--- src/rtl/match_judge.sv ---
// Match-level result tracker: judges rounds, keeps the win tally and
// declares a match winner at first-to-N wins or at the round limit.
module match_judge #(
   parameter int SCORE_W     = 8,
   parameter int WINS_NEEDED = 3,
   parameter int ROUND_LIMIT = 7,
   parameter int DRAW_POLICY = 0,
   localparam int CNT_W      = $clog2(ROUND_LIMIT + 1)
) (
   input  logic               clk,
   input  logic               rst,
   input  logic [SCORE_W-1:0] my_score,
   input  logic [SCORE_W-1:0] op_score,
   input  logic               round_end,
   input  logic               new_match,
   output logic [6:0]         winner,
   output logic [6:0]         match_winner,
   output logic [CNT_W-1:0]   my_wins,
   output logic [CNT_W-1:0]   op_wins,
   output logic [CNT_W-1:0]   rounds,
   output logic               result_valid,
   output logic               match_over
);

   localparam logic [6:0] ASC_NONE = 7'h30;
   localparam logic [6:0] ASC_ME   = 7'h31;
   localparam logic [6:0] ASC_OP   = 7'h32;
   localparam logic [6:0] ASC_DRAW = 7'h33;

   typedef enum logic {PLAY, OVER} state_t;

   state_t           state_q, state_d;
   logic [6:0]       winner_q, winner_d;
   logic [6:0]       match_winner_q, match_winner_d;
   logic [CNT_W-1:0] my_wins_q, my_wins_d;
   logic [CNT_W-1:0] op_wins_q, op_wins_d;
   logic [CNT_W-1:0] rounds_q, rounds_d;
   logic             result_valid_q, result_valid_d;

   logic             accept, my_gt, op_gt;
   logic             my_inc, op_inc;
   logic             my_done, op_done, at_limit, decided;
   logic [CNT_W-1:0] my_nxt, op_nxt, rnd_nxt;
   logic [6:0]       verdict;

   // Round judgement and match decision on the post-increment tally
   always_comb begin
      my_gt    = my_score > op_score;
      op_gt    = op_score > my_score;
      accept   = (state_q == PLAY) && round_end && !new_match;
      my_inc   = my_gt || (!op_gt && DRAW_POLICY == 1);
      op_inc   = op_gt || (!my_gt && DRAW_POLICY == 1);
      my_nxt   = my_wins_q + CNT_W'(my_inc);
      op_nxt   = op_wins_q + CNT_W'(op_inc);
      rnd_nxt  = rounds_q + CNT_W'(1'b1);
      my_done  = my_nxt >= CNT_W'(WINS_NEEDED);
      op_done  = op_nxt >= CNT_W'(WINS_NEEDED);
      at_limit = rnd_nxt == CNT_W'(ROUND_LIMIT);
      decided  = accept && (my_done || op_done || at_limit);
      verdict  = ASC_NONE;
      if (my_done && op_done)  verdict = ASC_DRAW;
      else if (my_done)        verdict = ASC_ME;
      else if (op_done)        verdict = ASC_OP;
      else if (my_nxt > op_nxt) verdict = ASC_ME;
      else if (op_nxt > my_nxt) verdict = ASC_OP;
      else                     verdict = ASC_DRAW;
   end

   always_ff @(posedge clk) begin
      if (rst) state_q <= PLAY;
      else     state_q <= state_d;
   end

   always_comb begin
      state_d = state_q;
      if (new_match)    state_d = PLAY;
      else if (decided) state_d = OVER;
   end

   always_comb begin
      winner_d       = winner_q;
      match_winner_d = match_winner_q;
      my_wins_d      = my_wins_q;
      op_wins_d      = op_wins_q;
      rounds_d       = rounds_q;
      result_valid_d = 1'b0;
      if (new_match) begin
         winner_d       = ASC_NONE;
         match_winner_d = ASC_NONE;
         my_wins_d      = '0;
         op_wins_d      = '0;
         rounds_d       = '0;
      end else if (accept) begin
         if (my_gt)      winner_d = ASC_ME;
         else if (op_gt) winner_d = ASC_OP;
         else            winner_d = ASC_DRAW;
         my_wins_d      = my_nxt;
         op_wins_d      = op_nxt;
         rounds_d       = rnd_nxt;
         result_valid_d = 1'b1;
         if (decided) match_winner_d = verdict;
      end
   end

   always_ff @(posedge clk) begin
      if (rst) begin
         winner_q       <= ASC_NONE;
         match_winner_q <= ASC_NONE;
         my_wins_q      <= '0;
         op_wins_q      <= '0;
         rounds_q       <= '0;
         result_valid_q <= 1'b0;
      end else begin
         winner_q       <= winner_d;
         match_winner_q <= match_winner_d;
         my_wins_q      <= my_wins_d;
         op_wins_q      <= op_wins_d;
         rounds_q       <= rounds_d;
         result_valid_q <= result_valid_d;
      end
   end

   assign winner       = winner_q;
   assign match_winner = match_winner_q;
   assign my_wins      = my_wins_q;
   assign op_wins      = op_wins_q;
   assign rounds       = rounds_q;
   assign result_valid = result_valid_q;
   assign match_over   = (state_q == OVER);

endmodule
--- config.mk ---
export PLATFORM = sky130hd
export DESIGN_NAME = match_judge
export DESIGN_NICKNAME = d
export VERILOG_FILES = /design/src/rtl/match_judge.sv
export SDC_FILE = /design/constraint.sdc
export NUM_CORES = 1
export LEC_CHECK = 0
export BUFFER_PORTS_ARGS = -buffer_cell sky130_fd_sc_hd__buf_2
export CORE_ASPECT_RATIO = 0.9
export CORE_MARGIN = 1.5
export CORE_UTILIZATION = 51
export DETAILED_ROUTE_END_ITERATION = 16
export PLACE_DENSITY_LB_ADDON = 0.2
export SYNTH_ARGS = -nofsm -noshare
export SYNTH_HDL_FRONTEND = slang
export SYNTH_SLANG_ARGS = --single-unit
--- constraint.sdc ---
create_clock -name clk -period 5.3 [get_ports clk]
set_input_delay 0 -clock clk [delete_from_list [all_inputs] [get_ports clk]]
set_output_delay 0 -clock clk [all_outputs]
set_load 0.1 [all_outputs]
==> results by group, run 1 <==
Setup path
  • FF-to-FF End: match_winner[1]
  • Cell mode on critical path: ha_1
  • Reg-to-Reg Start: my_wins[0]
  • Crit-path max FO: 4
  • Reg2reg path depth: 8
  • Slowest cell on the critical path: a2111oi_4
  • R2R setup slack: 3.34 ns
  • WS Path Type: in2reg
  • Critical path arrival: 2.66 ns
  • Critical path's largest stage delay: 0.37 ns
  • CP endpoint kind: register
  • Crit start category: primary input
  • CP Cell Sequence: buf_2 > inv_1 > ha_1 > nor2b_1 > o211ai_2 > a21oi_1 > a2111oi_4 > nor2_1 > ha_1 > ha_1 > xor2_1 > ha_1 > a21oi_1 > o21ai_0 > o21ai_0 > a31oi_1
  • Worst Path Required: 5.43 ns

Global routing
  • Gr ovfl total: 0
  • Initial antenna violation count: 0
  • First-pass GRT wire length: 3.33 mm
  • Largest net degree at the start of global routing: 16
  • Vias in the first global route: 826
  • Overall Global Routing Usage: 19.1%

Hold path
  • Class of the worst hold path: in2reg
  • Hold depth: 4
  • Hold endpoint: match_winner[1]
  • Hold_sp: new_match

Finish
  • Diode count: 0
  • Share of cells above drive strength 1: 27.0%
  • Layout area overhead: 15.9%
  • Reg area: 300 um^2
  • Commonest cells after routing, fill and taps aside: 34 x buf_2, 17 x ha_1, 16 x nand2_1
  • Filler cell count: 183
  • Post-layout util: 63.9%
  • Final #Nets: 201
  • Area occupied by multi-input gates: 681 um^2
  • Commonest non-fill, non-tap cell in the layout: buf_2
  • Final cell count without fillers: 188

Die
  • Die area: 2420 um^2
  • Row count: 15
  • Core Area: 1970 um^2
  • Die width: 51.7 um
  • Height of the chip: 46.8 um
  • Initial core utilization: 55.2%
  • I/O pin total: 45

Synthesis
  • Post-synthesis simple-gate area fraction: 15.9%
  • XOR/XNOR Fraction of Synth Area: 5.64%
  • Async SR Flop Fraction: 0%
  • Synthesis-stage register bit count: 15
  • Post-synth EDFFs: 0
  • Compound-Gate Fraction of Synth Area: 18.1%
  • Mapped Avg Cell Area: 8.43 um^2
  • Largest family of logic cells by synthesized area: adder cells
  • Synth cell types: 29
  • Top_reg_cell synth: dfxtp_1
  • Mapped Area: 1090 um^2
  • Multiplexer area fraction after synthesis: 0%
  • Syn Inst Count: 129
  • YS warnings: 0
  • Post-synthesis adder-cell area fraction: 19.6%
  • Sequential cell area fraction in the yosys report: 27.6%

Clocking
  • CTS Sinks: 15
  • CTS tree: yes
  • Clk buf depth: 2
  • Number of CTS-inserted buffers: 3
  • Clk Latency, worst-skew pair: 0.28 ns
  • Clk Tree Root Cell: clkbuf_4
  • Clock transition at path regs: 0.08 ns
  • H-tree levels: 1

Timing
  • Max-slew violation count: 0
  • Actual slew at the worst max-slew pin: 0.899 ns
  • Hold Vio Cnt, Final: 0
  • Slew Limit Headroom: 39.8%
  • Minimum clock period: 2.53 ns
  • # setup viols final: 0
  • Crit share post-route: 47.7%
  • Final setup margin: 2.77 ns
  • Max Fclk: 0.395 GHz
  • Post-route setup TNS: 0 ns
  • Clock skew: 0.00213 ns
  • RSZ-0062 raised after global routing: false
  • Min Hold Slack: 0.0189 ns

Route
  • Via count: 937
  • Met2 wire len: 1.04 mm
  • Starting DRT DRC Count: 5
  • WL/cell: 11.2 um
  • Routed Antenna Nets: 0
  • Met1 WL: 898 um
  • Wirelength, routed: 2.11 mm
  • Via-to-Cell Ratio: 4.98
  • DRC: 0
  • DRT Pass-1 Iters: 4
  • Routed wl met3: 135 um
  • Uppermost routed layer: met4

Pwr
  • Leakage: 0.655 nW
  • Pint: 0.167 mW
  • Comb power frac: 34.6%
  • PD cells: 218 nW/um^2
  • Switching power: 0.107 mW
  • Clock network power share: 23.1%
  • Switch share: 39.1%
  • Peak VDD IR: 0.145 mV
  • Seq pwr share: 42.2%

Place
  • Placer Congestion: 0.900
  • Post-placement cell count: 183
  • Count of input and output buffers: 34
  • Detailed placer's ending HPWL: 1.74 mm
  • Place WS: 2.52 ns

Run
  • MaxCap Viol Count: 0

Status
  • Status: finished, final reports clean
==> synthesized netlist by cell type (2+ instances only) <==
master / n / area (um^2)
a21oi_1: 11 / 55.1
nor2_1: 15 / 56.3
dfxtp_1: 15 / 300
inv_1: 11 / 41.3
nand2_1: 16 / 60.1
conb_1: 2 / 7.51
ha_1: 17 / 213
nand4_1: 2 / 12.5
nand3_1: 2 / 10.0
o21ai_0: 4 / 20.0
buf_4: 10 / 75.1
xnor2_1: 2 / 17.5
a31oi_1: 2 / 12.5
xor2_1: 5 / 43.8
==> registers in the layout (all words and copies together), names as in the netlist <==
signal and flops:
match_winner 2, match_over 1, rounds 3, my_wins 3, result_valid 1, op_wins 3, winner 2
==> power by group through the flow <==
stage	Sequential [mW]	Clock (mW)	Combinational, mW
detailed placement	0.119	0	0.0948
global route	0.116	0.0705	0.103
global placement	0.118	0	0.0912
CTS	0.116	0.0656	0.0955
floorplan	0.132	0	0.0704
finish	0.116	0.0634	0.0950
==> worst max path at each step <==
stage                     start              end  cells past startpoint
detailed placement  my_score[1]  match_winner[1]                     16
floorplan           my_score[1]  match_winner[1]                     15
global route        my_score[1]  match_winner[1]                     16
CTS                 my_score[1]  match_winner[1]                     16
global placement    my_score[1]  match_winner[1]                     16
finish              my_score[1]  match_winner[1]                     16
==> stage by stage <==
| stage | power [mW] | instance area, um^2 |
|---|---|---|
| 6_report | 0.274 | 1260 |
| 5_1_grt | 0.290 | 1260 |
| 4_1_cts | 0.277 | 1260 |
| 3_5_place_dp | 0.213 | 1220 |
| 3_3_place_gp | 0.210 | 1220 |
| 2_1_floorplan | 0.203 | 1120 |
==> repair_timing <==
item / 4_1_cts / 5_1_grt
resized for setup: 0 / 0
hold buffers: 1 / 0
setup buffers: 0 / 0
endpoints found under the hold margin: 2 / 0
==> per-layer routing <==
metal  vias up  track usage [%]
met5         -                0
met2        36             34.6
met4         0             8.95
met1       411             22.1
met3         6             4.14
li1        484                -
==> kinds of logic (layout without fill, tap and decap cells) <==
logic type               Yosys count  in the layout
AND/OR/NAND/NOR                   39             39
buffers and inverters             24             50
flip-flops                        15             15
adder cells (fa/ha/maj)           17             17
other                              2             10
AO/OA/AOI/OAI                     25             25
XOR/XNOR                           7              7
==> cell type report <==
class                   count  share of cell area (%)
repair buffers             35                    14.3
well taps                  25                    2.48
inverters                  11                    3.28
clock buffers               4                    2.09
flip-flops and latches     15                    23.8
multi-input cells          98                    54.0
==> critical path: cells and delay by family <==
kind / cells / cell delay, ns
buffers and inverters: 2 / 0.10
AOI/OAI and AO/OA: 7 / 1.15
and+or+nand+nor: 2 / 0.24
adders and majority gates: 4 / 1.02
xor gates and xnor gates: 1 / 0.16
Note: power is estimated with default switching activity, not from simulation.
==> run 2: changes to the inputs <==
--- a/config.mk
+++ b/config.mk
@@ -5,10 +5,11 @@
 export SDC_FILE = /design/constraint.sdc
 export NUM_CORES = 1
 export LEC_CHECK = 0
+export ABC_AREA = 1
 export BUFFER_PORTS_ARGS = -buffer_cell sky130_fd_sc_hd__buf_2
 export CORE_ASPECT_RATIO = 0.9
 export CORE_MARGIN = 1.5
-export CORE_UTILIZATION = 51
+export CORE_UTILIZATION = 44
 export DETAILED_ROUTE_END_ITERATION = 16
 export PLACE_DENSITY_LB_ADDON = 0.2
 export SYNTH_ARGS = -nofsm -noshare
==> constraint.sdc (replaced) <==
create_clock -name clk -period 2.2 [get_ports clk]
set_input_delay 0 -clock clk [delete_from_list [all_inputs] [get_ports clk]]
set_output_delay 0 -clock clk [all_outputs]
set_load 0.1 [all_outputs]
==> results by group, run 2 <==
Status
  • Status: finished, final reports clean (unchanged)

Timing
  • RSZ-0062 raised after global routing: false (unchanged)
  • Actual slew at the worst max-slew pin: 0.530 ns (was 0.899 ns)
  • Minimum clock period: 2.01 ns
  • Max-slew violation count: 0 (unchanged)
  • # setup viols final: 0 (unchanged)
  • Max Fclk: 0.498 GHz
  • Post-route setup TNS: 0 ns (unchanged)
  • Slew Limit Headroom: 64.7% (was 39.8%)
  • Min Hold Slack: 0.108 ns (was 0.0189 ns)
  • Crit share post-route: 91.2%
  • Hold Vio Cnt, Final: 0 (unchanged)
  • Clock skew: 0.000947 ns (was 0.00213 ns)

Global routing
  • First-pass GRT wire length: 4.16 mm (was 3.33 mm)
  • Overall Global Routing Usage: 18.2% (was 19.1%)
  • Largest net degree at the start of global routing: 22 (was 16)
  • Vias in the first global route: 1025 (was 826)
  • Initial antenna violation count: 0 (unchanged)
  • Gr ovfl total: 0 (unchanged)

Finish
  • Final #Nets: 233 (was 201)
  • Commonest non-fill, non-tap cell in the layout: buf_2 (unchanged)
  • Final cell count without fillers: 223 (was 188)
  • Area occupied by multi-input gates: 743 um^2 (was 681 um^2)
  • Diode count: 0 (unchanged)
  • Commonest cells after routing, fill and taps aside: 34 x buf_2, 26 x inv_1, 25 x nand2_1 (was 34 x buf_2, 17 x ha_1, 16 x nand2_1)
  • Reg area: 305 um^2 (was 300 um^2)
  • Filler cell count: 220 (was 183)
  • Layout area overhead: 23.0% (was 15.9%)
  • Share of cells above drive strength 1: 36.9% (was 27.0%)

Setup path
  • CP endpoint kind: register (unchanged)
  • WS Path Type: in2reg (unchanged)
  • Crit-path max FO: 3 (was 4)
  • Worst Path Required: 2.39 ns (was 5.43 ns)
  • Critical path arrival: 2.20 ns (was 2.66 ns)
  • Crit start category: primary input (unchanged)

Synthesis
  • Synth cell types: 25 (was 29)
  • Mapped Area: 1170 um^2 (was 1090 um^2)
  • Mapped Avg Cell Area: 7.53 um^2 (was 8.43 um^2)
  • Synthesis-stage register bit count: 15 (unchanged)
  • Synth top area share: 25.6% (was 27.6%)
  • Synth cell count leaders: 28 x inv_1, 25 x nand2_1, 17 x ha_1, 15 x dfxtp_1, 12 x a21oi_1 (was 17 x ha_1, 16 x nand2_1, 15 x dfxtp_1, 15 x nor2_1)
  • Synth top area cells: dfxtp_1 26%, ha_1 18%, inv_1 8.9% (was dfxtp_1 28%, ha_1 20%, buf_4 6.9%)
  • Post-synth EDFFs: 0 (unchanged)
  • Syn Inst Count: 156 (was 129)
  • Most frequent cell after synthesis: inv_1 (was ha_1)
  • Async SR Flop Fraction: 0% (unchanged)
  • Sequential cell area fraction in the yosys report: 25.6% (was 27.6%)
  • Top_reg_cell synth: dfxtp_1 (unchanged)
  • YS warnings: 0 (unchanged)
  • Cell taking the most area after synthesis: dfxtp_1 (unchanged)

Route
  • Uppermost routed layer: met4 (unchanged)
  • Wirelength, routed: 2.40 mm (was 2.11 mm)
  • WL/cell: 10.7 um (was 11.2 um)
  • Via count: 1059 (was 937)
  • DRT Pass-1 Iters: 4 (unchanged)
  • Met2 wire len: 1.17 mm (was 1.04 mm)
  • DRC: 0 (unchanged)
  • Routed Antenna Nets: 0 (unchanged)
  • Met1 WL: 1.07 mm (was 898 um)
  • Routed wl met3: 122 um (was 135 um)
  • Starting DRT DRC Count: 12 (was 5)
  • Via-to-Cell Ratio: 4.75 (was 4.98)

Clocking
  • CTS Sinks: 15 (unchanged)
  • Number of CTS-inserted buffers: 3 (unchanged)
  • Clock transition at path regs: 0.09 ns (was 0.08 ns)
  • CTS tree: yes (unchanged)
  • Clk Tree Root Cell: clkbuf_4 (unchanged)
  • Clk buf depth: 2 (unchanged)
  • Post-CTS Setup Bufs: 0 (unchanged)
  • Clk Latency, worst-skew pair: 0.29 ns (was 0.28 ns)
  • H-tree levels: 1 (unchanged)

Hold path
  • Class of the worst hold path: in2reg (unchanged)

Die
  • Die width: 57.5 um (was 51.7 um)
  • Height of the chip: 52.0 um (was 46.8 um)
  • Row count: 17 (was 15)
  • I/O pin total: 45 (unchanged)
  • Die area: 2990 um^2 (was 2420 um^2)
  • Core Area: 2490 um^2 (was 1970 um^2)
  • Initial core utilization: 47.2% (was 55.2%)

Pwr
  • Peak VDD IR: 0.426 mV (was 0.145 mV)
  • Final Power: 0.772 mW (was 0.274 mW)
  • PD cells: 534 nW/um^2 (was 218 nW/um^2)
  • Leakage: 0.821 nW (was 0.655 nW)

Run
  • MaxCap Viol Count: 0 (unchanged)

Place
  • Post-placement cell count: 218 (was 183)
  • Placer Congestion: 0.851 (was 0.900)
  • Detailed placer's ending HPWL: 1.92 mm (was 1.74 mm)
  • Count of input and output buffers: 34 (unchanged)
-- run 2: changes by cell type in the layout (fill, tap and decap cells not counted), moves of 5 or more --
cell | previous run | this run
nor2_1 | 15 | 6
xor2_1 | 5 | 0
buf_4 | 0 | 5
nor2_2 | 0 | 5
inv_2 | 0 | 5
o21ai_1 | 1 | 9
nand2_1 | 16 | 25
inv_1 | 11 | 26
ha_1 | 17 | 12
-- run 2: cells by family after synthesis --
logic type	count (synthesis)	share of synthesized area (%)
AND/OR/NAND/NOR	52	25.0
buffers and inverters	44	18.6
other	2	0.639
flip-flops	15	25.6
adder cells (fa/ha/maj)	17	18.1
AO/OA/AOI/OAI	26	12.0
-- run 2: final timing paths --
check,start,end,slack [ns],cells past startpoint
setup reg to reg,my_wins[0],match_winner[1],0.36,13
hold reg to reg,match_over,match_over,0.49,2
hold / removal,new_match,match_winner[1],0.11,4
setup / recovery,my_score[7],match_winner[1],0.19,20
-- run 2: final cells by class --
class | instances | area share, %
sequential | 15 | 21.1
clock buffer | 3 | 1.56
inverter | 31 | 8.05
tap | 28 | 2.42
timing repair buffer | 40 | 15.1
multi-input combinational | 105 | 51.4
clock inverter | 1 | 0.346
-- run 2: critical path: stages --
cell and delay (ns):
buf_2 0.08, inv_1 0.03, ha_1 0.28, nand2_1 0.08, o21a_1 0.19, nand2_1 0.08
inv_1 0.06, nor2_2 0.11, ha_2 0.19, ha_4 0.13, inv_1 0.04, nand2_2 0.08
nand2_4 0.07, ha_4 0.22, a21oi_1 0.16, nand2_1 0.10, nand2_1 0.08, nand4_1 0.09
nand2_1 0.08, nor2_1 0.04
-- run 2: stage by stage --
stage          setup slack [ns]  cell area (um^2)  utilization (%)
6_report                  0.194              1450             58.1
5_1_grt                 0.00365              1450             58.1
4_1_cts                   0.116              1390             55.8
3_5_place_dp             -0.194              1350             54.2
3_3_place_gp            -0.0839              1350             54.2
2_1_floorplan           0.00892              1210                -
-- run 2: repair_timing --
| action | in CTS | in global routing |
|---|---|---|
| setup endpoints to repair | 0 | 2 |
| endpoints found under the hold margin | 1 | 0 |
| hold buffers | 1 | 0 |
| gates resized for setup | 0 | 10 |
-- run 2: per-layer routing --
metal / vias up / track usage [%]
met5: - / 0
met4: 0 / 6.20
met3: 4 / 5.72
met2: 28 / 32.0
met1: 475 / 20.7
li1: 552 / -
-- run 2: power breakdown --
part / switching, mW / internal (mW)
registers: 0.00684 / 0.280
logic: 0.237 / 0.0844
clock network: 0.0952 / 0.0676
total: 0.339 / 0.432
